$ cat src/rtl/rd_pipelined_subtractor.sv
// Pipelined WIDTH-bit subtractor D = A - B - bin. Borrows are resolved by a
// Kogge-Stone style kill/propagate/generate prefix over A + ~B + ~bin.
module rd_pipelined_subtractor #(
    parameter int WIDTH = 32,
    parameter int LOG_W = 5
) (
    input  logic             clk,
    input  logic             rst,
    input  logic             en,
    input  logic             in_valid,
    input  logic [WIDTH-1:0] A,
    input  logic [WIDTH-1:0] B,
    input  logic             bin,
    output logic [WIDTH-1:0] D,
    output logic             bout,
    output logic             ovf,
    output logic             out_valid
);

    // Position j of a KPG vector describes bit j-1; position 0 is the borrow-in.
    // Encoding: K = (g0,p0), G = (g1,p0), P = (g0,p1).
    logic [LOG_W:0][WIDTH:0]   g_q, p_q;
    logic [LOG_W:1][WIDTH:0]   g_n, p_n;
    logic [LOG_W:0][WIDTH-1:0] h_q;
    logic [LOG_W:0]            v_q, am_q, bm_q;

    logic [WIDTH-1:0] y;
    logic [WIDTH:0]   g_in, p_in;
    logic [WIDTH:0]   carry;
    logic [WIDTH-1:0] d_n;

    always_comb begin
        y    = ~B;
        g_in = {A & y, ~bin};
        p_in = {A ^ y, 1'b0};
    end

    always_comb begin
        g_n = '0;
        p_n = '0;
        for (int k = 1; k <= LOG_W; k++) begin
            for (int j = 0; j <= WIDTH; j++) begin
                if (j >= (1 << (k - 1))) begin
                    g_n[k][j] = g_q[k-1][j] | (p_q[k-1][j] & g_q[k-1][j - (1 << (k - 1))]);
                    p_n[k][j] = p_q[k-1][j] & p_q[k-1][j - (1 << (k - 1))];
                end else begin
                    g_n[k][j] = g_q[k-1][j];
                    p_n[k][j] = p_q[k-1][j];
                end
            end
        end
    end

    // The doubling span reaches WIDTH positions, so only the top position can
    // still be P; folding the borrow-in position into every slot finishes it.
    always_comb begin
        carry = g_q[LOG_W] | (p_q[LOG_W] & {(WIDTH + 1){g_q[LOG_W][0]}});
        d_n   = h_q[LOG_W] ^ carry[WIDTH-1:0];
    end

    always_ff @(posedge clk) begin
        if (rst) begin
            g_q       <= '0;
            p_q       <= '0;
            h_q       <= '0;
            v_q       <= '0;
            am_q      <= '0;
            bm_q      <= '0;
            D         <= '0;
            bout      <= 1'b0;
            ovf       <= 1'b0;
            out_valid <= 1'b0;
        end else if (en) begin
            g_q[0]  <= g_in;
            p_q[0]  <= p_in;
            h_q[0]  <= A ^ y;
            v_q[0]  <= in_valid;
            am_q[0] <= A[WIDTH-1];
            bm_q[0] <= B[WIDTH-1];
            for (int k = 1; k <= LOG_W; k++) begin
                g_q[k]  <= g_n[k];
                p_q[k]  <= p_n[k];
                h_q[k]  <= h_q[k-1];
                v_q[k]  <= v_q[k-1];
                am_q[k] <= am_q[k-1];
                bm_q[k] <= bm_q[k-1];
            end
            D         <= d_n;
            bout      <= ~carry[WIDTH];
            ovf       <= (am_q[LOG_W] != bm_q[LOG_W]) && (d_n[WIDTH-1] != am_q[LOG_W]);
            out_valid <= v_q[LOG_W];
        end
    end

endmodule
$ cat config.mk
export PLATFORM = sky130hd
export DESIGN_NAME = rd_pipelined_subtractor
export DESIGN_NICKNAME = d
export VERILOG_FILES = /design/src/rtl/rd_pipelined_subtractor.sv
export SDC_FILE = /design/constraint.sdc
export NUM_CORES = 1
export LEC_CHECK = 0
export CAP_MARGIN = 20
export CELL_PAD_IN_SITES_DETAIL_PLACEMENT = 0
export CELL_PAD_IN_SITES_GLOBAL_PLACEMENT = 2
export CORE_MARGIN = 10
export CORE_UTILIZATION = 38
export CTS_CLUSTER_SIZE = 12
export DETAILED_ROUTE_END_ITERATION = 10
export PLACE_DENSITY = 0.85
export SYNTH_ARGS = -nofsm -noshare
export SYNTH_HDL_FRONTEND = slang
export SYNTH_SLANG_ARGS = --single-unit
$ cat constraint.sdc
create_clock -name clk -period 1.6 [get_ports clk]
set_clock_uncertainty 0.05 [all_clocks]
set_input_delay 0.32 -clock clk [delete_from_list [all_inputs] [get_ports clk]]
set_output_delay 0.32 -clock clk [all_outputs]
set_load 0.02 [all_outputs]
# Word-level counts from Yosys, hierarchy flattened
# Index checks and enable logic that the tools add are counted.
# totals
regBits	546
latch_bits	0
ramBits	0
romBits	0
inputBits	69
out_inout_bits	35
wordCells	406
n_memories	0
# classes
n_addsub	0
multipliers	0
div_mod_pow	0
order_cmp	0
eq_ne	2
shifts	0
mux	0
bitwise	379
reduce_logical	1
# ops
operator	n
$and A1 B1 Y1	237
$or A1 B1 Y1	134
$xor A32 B32 Y32	2
$and A33 B33 Y33	1
$or A33 B33 Y33	1
$and A32 B32 Y32	1
$not A32 Y32	1
$ne A1 B1 Y1	2
$not A1 Y1	2
$logic_and A1 B1 Y1	1

# Longest topological paths before layout
# Gate-level depths: netlist of the first run.
# logic_depth
word_depth	5
ltp_mapped	6
ltp_nobuf	4

# Worst setup path after synthesis of the first run
# OpenSTA, ideal clock, no wires.
# synth_path
path_type	in2reg
from	input port en
to	register g_q, in the netlist g_n[100]
setup_time_ns	0.128
arrival_ns	1.075
required_ns	1.422
setup_slack_ns	0.348
cell_stages	5
n_path_buf	3
path_cell_list	buf_2 -> buf_2 -> buf_4 -> mux2i_1 -> nor2_1
# synth_rtl
element	line	rtl
start: declaration	9	input logic en,
end signal: indexed assignment	81	g_q[k] <= g_n[k];
end: declaration	22	logic [LOG_W:0][WIDTH:0] g_q, p_q;

# Worst setup path in the final report of the first run
# layout_path
from	register D[9]
to	output port D[9]
# layout_rtl
element	line	rtl
start: declaration	14	output logic [WIDTH-1:0] D,
start signal: assignment	88	D <= d_n;
# No word-level cell between the ends.

==> results of run 1 <==
[cells by family (layout without fill, tap and decap cells)]
family	count (synthesis)	count (layout)	synth area share, %
AO/OA/AOI/OAI	406	406	12.0
XOR/XNOR	32	32	1.36
adder cells (fa/ha/maj)	32	32	1.95
buffers and inverters	184	300	4.40
flip-flops	546	546	53.1
multiplexers	275	275	13.4
AND/OR/NAND/NOR	651	651	13.8
[synthesized netlist by cell type]
cell,count
dfxtp_1,546
nor2_1,443
mux2i_1,275
a21oi_1,238
a211oi_1,167
nand2b_1,103
nand3_1,103
clkbuf_1,56
buf_2,52
buf_4,36
ha_1,32
inv_1,32
xnor2_1,32
buf_1,6
buf_6,2
a311oi_2,1
nand3b_1,1
or3b_1,1
[per-stage QoR]
stage                     power (mW)  worst slack (ns)
after floorplan                 16.1             0.348
after global placement          16.9             0.100
after detailed placement        17.0             0.128
after CTS                       29.7           0.00525
after global routing            30.4           0.00463
final                           29.3            0.0495
[timing repair]
item | CTS | global route
gates resized for setup | 142 | 0
setup endpoints to repair | 35 | 0
hold buffers | 2 | 0
buffers inserted | 0 | 0
hold endpoints to repair | 9 | 0
[cell type report]
| class | count | area [um2] |
|---|---|---|
| fillers | 5126 | 29500 |
| flip-flops and latches | 546 | 10900 |
| multi-input cells | 1396 | 8730 |
| repair buffers | 170 | 1790 |
| clock buffers | 86 | 1720 |
| well taps | 696 | 871 |
| inverters | 32 | 120 |
| clock inverters | 12 | 87.6 |
[power by group through the flow]
stage,Sequential [mW],Combinational (mW),Clock [mW]
global route,14.6,2.32,13.6
detailed placement,14.8,2.15,0
finish,14.5,2.09,12.7
CTS,14.5,2.12,13.0
global placement,14.8,2.12,0
floorplan,14.7,1.40,0
[path summary, 6_finish.rpt]
path | endpoint | from
max | D[9] | D[9]
min reg2reg | p_q[150] | p_q[150]
min | v_q[0] | in_valid
max reg2reg | ovf | h_q[191]
[state kept, by name, summed over array words and instances (netlist names)]
| name | flops |
|---|---|
| v_q | 6 |
| g_q | 167 |
| ovf | 1 |
| h_q | 192 |
| p_q | 103 |
| bout | 1 |
| out_valid | 1 |
| am_q | 6 |
| bm_q | 6 |
| g_n | 31 |
| D | 32 |
[per-layer routing]
metal	wire (um)	share of wire [%]	up-vias	track usage (%)
li1	-	-	7510	-
met1	24100	49	6767	20.6
met2	23200	47	181	25.0
met3	1550	3.1	46	2.32
met4	726	1.5	0	4.09
met5	0	0	-	0
[placed cells by master, fill, tap and decap left out]
cell type,netlist,routed
inv_16,0,1
nand3b_1,1,1
nor2_1,443,443
nand3_1,103,103
dlygate4sd3_1,0,2
nand2b_1,103,103
clkbuf_16,0,57
a311oi_2,1,1
buf_4,36,32
dfxtp_1,546,546
a211oi_1,167,167
inv_1,32,32
or3b_1,1,1
mux2i_1,275,275
ha_1,32,32
a21oi_1,238,238
clkbuf_8,0,18
inv_6,0,2
buf_12,0,33
clkinvlp_4,0,2
clkinv_2,0,7
clkbuf_1,56,11
xnor2_1,32,32
buf_8,0,2
buf_2,52,35
clkdlybuf4s50_1,0,66
==> flow_summary.rst, run 1 <==
.. list-table::
   :header-rows: 1

   * - Metric
     - Value
   * - Highest attainable clock frequency
     - about 0.64 GHz
   * - H-Tree Depth
     - 2
   * - First-pass GRT wire length
     - 78800 um
   * - Antenna Violating Nets Remaining
     - 0
   * - Row cnt
     - 85
   * - Largest stage delay, worst path
     - about 0.38 ns
   * - Placed insts
     - 2838
   * - Detailed-route wire length
     - 49700 um
   * - Run status
     - finished clean
   * - Switching Share
     - 23.5%
   * - Port bufs
     - ~100
   * - Remaining max-slew budget at the tightest pin
     - ~63%
   * - RSZ-0062 raised after global routing
     - false
   * - Element type at the critical path end
     - primary output
   * - Final standard cell area without fillers
     - 0.0242 mm2
   * - Synth Warn #
     - 0
   * - Number of buffers and inverters on the critical path
     - 1
   * - Global routing usage summed across all routing layers
     - between 10% and 20%
   * - Max-cap violations
     - 0
   * - Number of nets in the layout
     - around 2300
   * - Final TNS setup
     - 0 ns
   * - Power per standard cell area
     - 1210 mW/mm2
   * - Worst path top cell family by delay
     - flip-flops
   * - Sequential share of power
     - between 40% and 50%
   * - DRC marker count from the first detailed-route iteration
     - between 700 and 800
   * - Area share of the largest cell type after synthesis
     - 53.1%
   * - Period Utilization, post-route
     - ~97%
   * - Number of buffers created by CTS
     - 57
   * - Starting density of the core
     - between 30% and 40%
   * - Area after detailed placement
     - ~0.023 mm2
   * - Diodes inserted
     - 0
   * - Static leakage
     - roughly 9.5 nW
   * - Worst-path fanout max
     - 2
   * - Vias per inst
     - 4.94
   * - Post-layout instance count excluding filler cells
     - 2938
   * - Hold violation total from the final report
     - 0
   * - TritonCTS clock tree
     - done
   * - Logic depth of the worst setup path including buffers
     - 1
   * - Leftover overflow at the end of global routing
     - 0
   * - Cell type with the largest total area after synthesis
     - dfxtp_1
   * - DR vias
     - 14504
   * - Die height
     - 253 um
   * - Combinational fraction of design power
     - 7.1%
   * - Maximum number of pins on one net before global-route repair
     - 80
   * - Type of the setup path with the least slack
     - register to primary output
   * - Sequential element share of the synthesized area
     - 53.1%
   * - Area of the die
     - 0.0638 mm2
   * - Count of cells along the worst hold path
     - 3
   * - Area contributors post-synth
     - dfxtp_1, mux2i_1, nor2_1
   * - Depth of the worst register-to-register path
     - 3
   * - Number of nets produced by synthesis
     - 2227
   * - Final Critical Period
     - roughly 1.6 ns
   * - CP max stage cell
     - dfxtp_1
   * - Final number of setup-violating endpoints
     - 0
   * - Clock Sink Count
     - 546
   * - Post-detailed-route DRC marker count
     - 0
   * - Number of instances in the synthesized netlist
     - 2126
   * - Reg-to-reg setup timing slack
     - 0.37 ns
   * - Number of library cell types mapped by synthesis
     - 18
   * - Number of buffers on the longest clock path
     - 3
   * - Number of top-level pins
     - 104
   * - Routed len/inst
     - about 17 um
   * - Cell Area, Synth
     - about 0.02 mm2
   * - Share of post-route cells with drive strength above 1
     - approximately 8.5%
   * - Synth Area per Inst
     - 9.67 um2
   * - Slew Limit Fails
     - 0
   * - Sum of net half-perimeters after detailed placement
     - 35900 um
   * - Arrival @ worst endpoint
     - 1.18 ns
   * - Clock transition at path regs
     - 0.06 ns
   * - Initial antenna violation count
     - 0
   * - Final core utilization
     - between 40% and 50%
   * - Net switching power figure
     - 6.88 mW
   * - Master cell of the clock root buffer
     - clkbuf_16
   * - Clock share of power
     - 43.3%
   * - Number of storage elements in the synthesis netlist
     - 546
   * - Min-delay worst type
     - input port to register
   * - Internal cell power
     - 22.4 mW
   * - Pre-Repair DR Iteration Count
     - 5
   * - Hold slack final
     - between 0.2 and 0.3 ns
   * - Critical path startpoint category
     - register
   * - Required time at the endpoint of the critical path
     - 1.23 ns
   * - GP Congestion
     - 0.777
   * - Transition time of the tightest slew-check pin
     - 0.549 ns
   * - Worst VDD drop
     - 935 uV
   * - Core footprint
     - around 0.054 mm2
   * - Critical-path cell list
     - buf_2
   * - Synthesis-to-finish area growth
     - 17.9%
   * - Vias in the first global route
     - 13846
   * - Insertion delay to the later sink of the worst-skew pair
     - 0.61 ns
   * - Die W
     - roughly 250 um
Note: power is estimated with default switching activity, not from simulation.
==> inputs of run 2 (changes only) <==
--- a/config.mk
+++ b/config.mk
@@ -9,10 +9,11 @@
 export CELL_PAD_IN_SITES_DETAIL_PLACEMENT = 0
 export CELL_PAD_IN_SITES_GLOBAL_PLACEMENT = 2
 export CORE_MARGIN = 10
-export CORE_UTILIZATION = 38
+export CORE_UTILIZATION = 32
 export CTS_CLUSTER_SIZE = 12
 export DETAILED_ROUTE_END_ITERATION = 10
-export PLACE_DENSITY = 0.85
+export PLACE_DENSITY = 0.75
 export SYNTH_ARGS = -nofsm -noshare
 export SYNTH_HDL_FRONTEND = slang
 export SYNTH_SLANG_ARGS = --single-unit
+export TNS_END_PERCENT = 30
==> run 2 against run 1 <==
Net effect: clock-buffer cell count up 3; largest cell class unchanged; die area up 17%; worst setup slack better by 0.0020 ns; core utilization down 5.9 points; global-route usage down 1.4 points; critical path depth unchanged; sequential cell count unchanged; first-iteration DRC count down 7.3%; non-clock buffer count up 34; total power up 1.3%.
==> flow_summary.rst, run 2 (synthesis gave the netlist of run 1 again) <==
.. list-table::
   :header-rows: 1

   * - Metric
     - Value
   * - Run status
     - finished clean (unchanged)
   * - Synthesis-to-finish area growth
     - 20.8% (was 17.9%)
   * - Number of buffers created by CTS
     - 57 (unchanged)
   * - First-pass GRT wire length
     - 83900 um (was 78800 um)
   * - Post-layout instance count excluding filler cells
     - 3125 (was 2938)
   * - Diodes inserted
     - 0 (unchanged)
   * - Die height
     - 274 um (was 253 um)
   * - Min-delay worst type
     - input port to register (unchanged)
   * - Leftover overflow at the end of global routing
     - 0 (unchanged)
   * - Remaining max-slew budget at the tightest pin
     - 68.1% (was 63.2%)
   * - Total power
     - 29.6 mW (was 29.3 mW)
   * - Worst-path fanout max
     - 2 (unchanged)
   * - Transition time of the tightest slew-check pin
     - 0.475 ns (was 0.549 ns)
   * - Register area
     - 0.0109 mm2 (unchanged)
   * - Global routing usage summed across all routing layers
     - 13.8% (was 15.3%)
   * - Highest attainable clock frequency
     - 0.646 GHz (was 0.645 GHz)
   * - Critical-path cell list
     - buf_2 (unchanged)
   * - Power per standard cell area
     - 1190 mW/mm2 (was 1210 mW/mm2)
   * - Placed insts
     - 3022 (was 2838)
   * - Arrival @ worst endpoint
     - 1.18 ns (about the same)
   * - Die W
     - 274 um (was 253 um)
   * - Master cell of the clock root buffer
     - clkbuf_16 (unchanged)
   * - Max FFs per register
     - 192 (unchanged)
   * - Period Utilization, post-route
     - 96.8% (was 96.9%)
   * - Insertion delay to the later sink of the worst-skew pair
     - 0.62 ns (was 0.61 ns)
   * - Final Critical Period
     - 1.55 ns (about the same)
   * - Top Registers
     - h_q (192), g_q (167), p_q (103) (unchanged)
   * - # fillers
     - 6327 (was 5126)
   * - Static leakage
     - 9.77 nW (was 9.55 nW)
   * - Number of top-level pins
     - 104 (unchanged)
   * - Worst path top cell family by delay
     - flip-flops (unchanged)
   * - Element type at the critical path end
     - primary output (unchanged)
   * - Hold violation total from the final report
     - 0 (unchanged)
   * - CP max stage cell
     - dfxtp_1 (unchanged)
   * - Number of buffers on the longest clock path
     - 3 (unchanged)
   * - Core footprint
     - 0.0633 mm2 (was 0.0537 mm2)
   * - Maximum number of pins on one net before global-route repair
     - 52 (was 80)
   * - Routed len/inst
     - 16.7 um (was 16.9 um)
   * - Final core utilization
     - 39.2% (was 45.1%)
   * - RSZ-0062 raised after global routing
     - false (unchanged)
   * - Clock Sink Count
     - 546 (unchanged)
   * - Critical path startpoint category
     - register (unchanged)
   * - Final number of setup-violating endpoints
     - 0 (unchanged)
   * - DRC marker count from the first detailed-route iteration
     - 726 (was 783)
   * - Pre-Repair DR Iteration Count
     - 5 (unchanged)
   * - H-Tree Depth
     - 2 (unchanged)
   * - Number of nets in the layout
     - 2338 (was 2304)
   * - Antenna Violating Nets Remaining
     - 0 (unchanged)
   * - Largest stage delay, worst path
     - 0.38 ns (about the same)
   * - Final TNS setup
     - 0 ns (unchanged)
   * - Detailed-route wire length
     - 52300 um (was 49700 um)
   * - Sum of net half-perimeters after detailed placement
     - 38100 um (was 35900 um)
   * - Max-cap violations
     - 0 (unchanged)
   * - GP Congestion
     - 0.766 (was 0.777)
   * - Vias in the first global route
     - 14630 (was 13846)
   * - Area of the die
     - 0.0748 mm2 (was 0.0638 mm2)
   * - TritonCTS clock tree
     - done (unchanged)
   * - Commonest cells after routing, fill and taps aside
     - dfxtp_1, nor2_1, mux2i_1 (unchanged)
   * - Share of post-route cells with drive strength above 1
     - 9.70% (was 8.47%)
   * - Multi-input logic area
     - 0.00873 mm2 (unchanged)
   * - Most common library cell in the layout ignoring fill and taps
     - dfxtp_1 (unchanged)
   * - Type of the setup path with the least slack
     - register to primary output (unchanged)
   * - Initial antenna violation count
     - 0 (unchanged)
   * - Clock transition at path regs
     - 0.06 ns (about the same)
   * - Required time at the endpoint of the critical path
     - 1.23 ns (about the same)
   * - Register with the most flip-flops
     - h_q (unchanged)
   * - Area after detailed placement
     - 0.0232 mm2 (was 0.0226 mm2)
   * - Final standard cell area without fillers
     - 0.0248 mm2 (was 0.0242 mm2)
   * - Vias per inst
     - 4.72 (was 4.94)
   * - Starting density of the core
     - 32.5% (was 38.3%)
   * - Slew Limit Fails
     - 0 (unchanged)
   * - Number of buffers and inverters on the critical path
     - 1 (unchanged)
   * - Post-detailed-route DRC marker count
     - 0 (unchanged)
   * - Port bufs
     - 103 (unchanged)
   * - Worst VDD drop
     - 918 uV (was 935 uV)
   * - Row cnt
     - 92 (was 85)
   * - DR vias
     - 14743 (was 14504)
[run 2: cell count changes in the layout (fill, tap and decap cells not counted), sizes merged]
cell,before,now
buf,102,136
inv,35,33
clkinvlp,2,1
bufinv,0,2
clkbuf,86,89
clkinv,7,8
[run 2: power breakdown]
group | internal [mW] | switching, mW | total [mW] | leakage (nW)
sequential | 14.1 | 0.457 | 14.5 | 4.45
clock | 7.56 | 5.37 | 12.9 | 0.901
combinational | 1.07 | 1.14 | 2.21 | 4.42
[run 2: final timing paths]
path                                from  endpoint  slack (ns)  depth (start not counted)
worst max-delay path                D[1]      D[1]        0.05                          1
worst min-delay path                 bin    g_n[0]        0.27                          2
worst max register to register  h_q[191]       ovf        0.36                          3
worst min register to register  p_q[158]  p_q[158]        0.42                          2
[run 2: layout make-up]
class                   instances  area share [%]
flip-flops and latches        546            44.0
multi-input cells            1396            35.1
repair buffers                204            8.73
clock buffers                  89            6.83
well taps                     846            4.26
clock inverters                12           0.559
inverters                      32           0.483
[run 2: timing repair]
| item | CTS | global route |
|---|---|---|
| hold buffers | 2 | 0 |
| hold endpoints to repair | 16 | 0 |
| buffers inserted | 0 | 0 |
| setup endpoints to repair | 35 | 2 |
| gates resized for setup | 139 | 2 |
[run 2: layer usage]
layer  up-vias  GRT usage, %  part of all wire (%)
li1       7594             -                     -
met2       161          22.4                    46
met1      6916          18.7                    49
met3        72          2.21                   2.9
met4         0          4.07                   2.4
met5         -             0                     0
[run 2: stage by stage]
step                hold slack (ns)  worst slack [ns]
floorplan                     0.369             0.348
global placement              0.404            0.0901
detailed placement            0.410            0.0940
CTS                           0.235           -0.0317
global route                  0.274            0.0101
finish                        0.272            0.0516
==> inputs of run 3 (changes only) <==
--- a/config.mk
+++ b/config.mk
@@ -5,7 +5,7 @@
 export SDC_FILE = /design/constraint.sdc
 export NUM_CORES = 1
 export LEC_CHECK = 0
-export CAP_MARGIN = 20
+export CAP_MARGIN = 0
 export CELL_PAD_IN_SITES_DETAIL_PLACEMENT = 0
 export CELL_PAD_IN_SITES_GLOBAL_PLACEMENT = 2
 export CORE_MARGIN = 10
==> results of run 3 <==
Same layout as run 2: the final DEF is identical, and so are final timing and power.
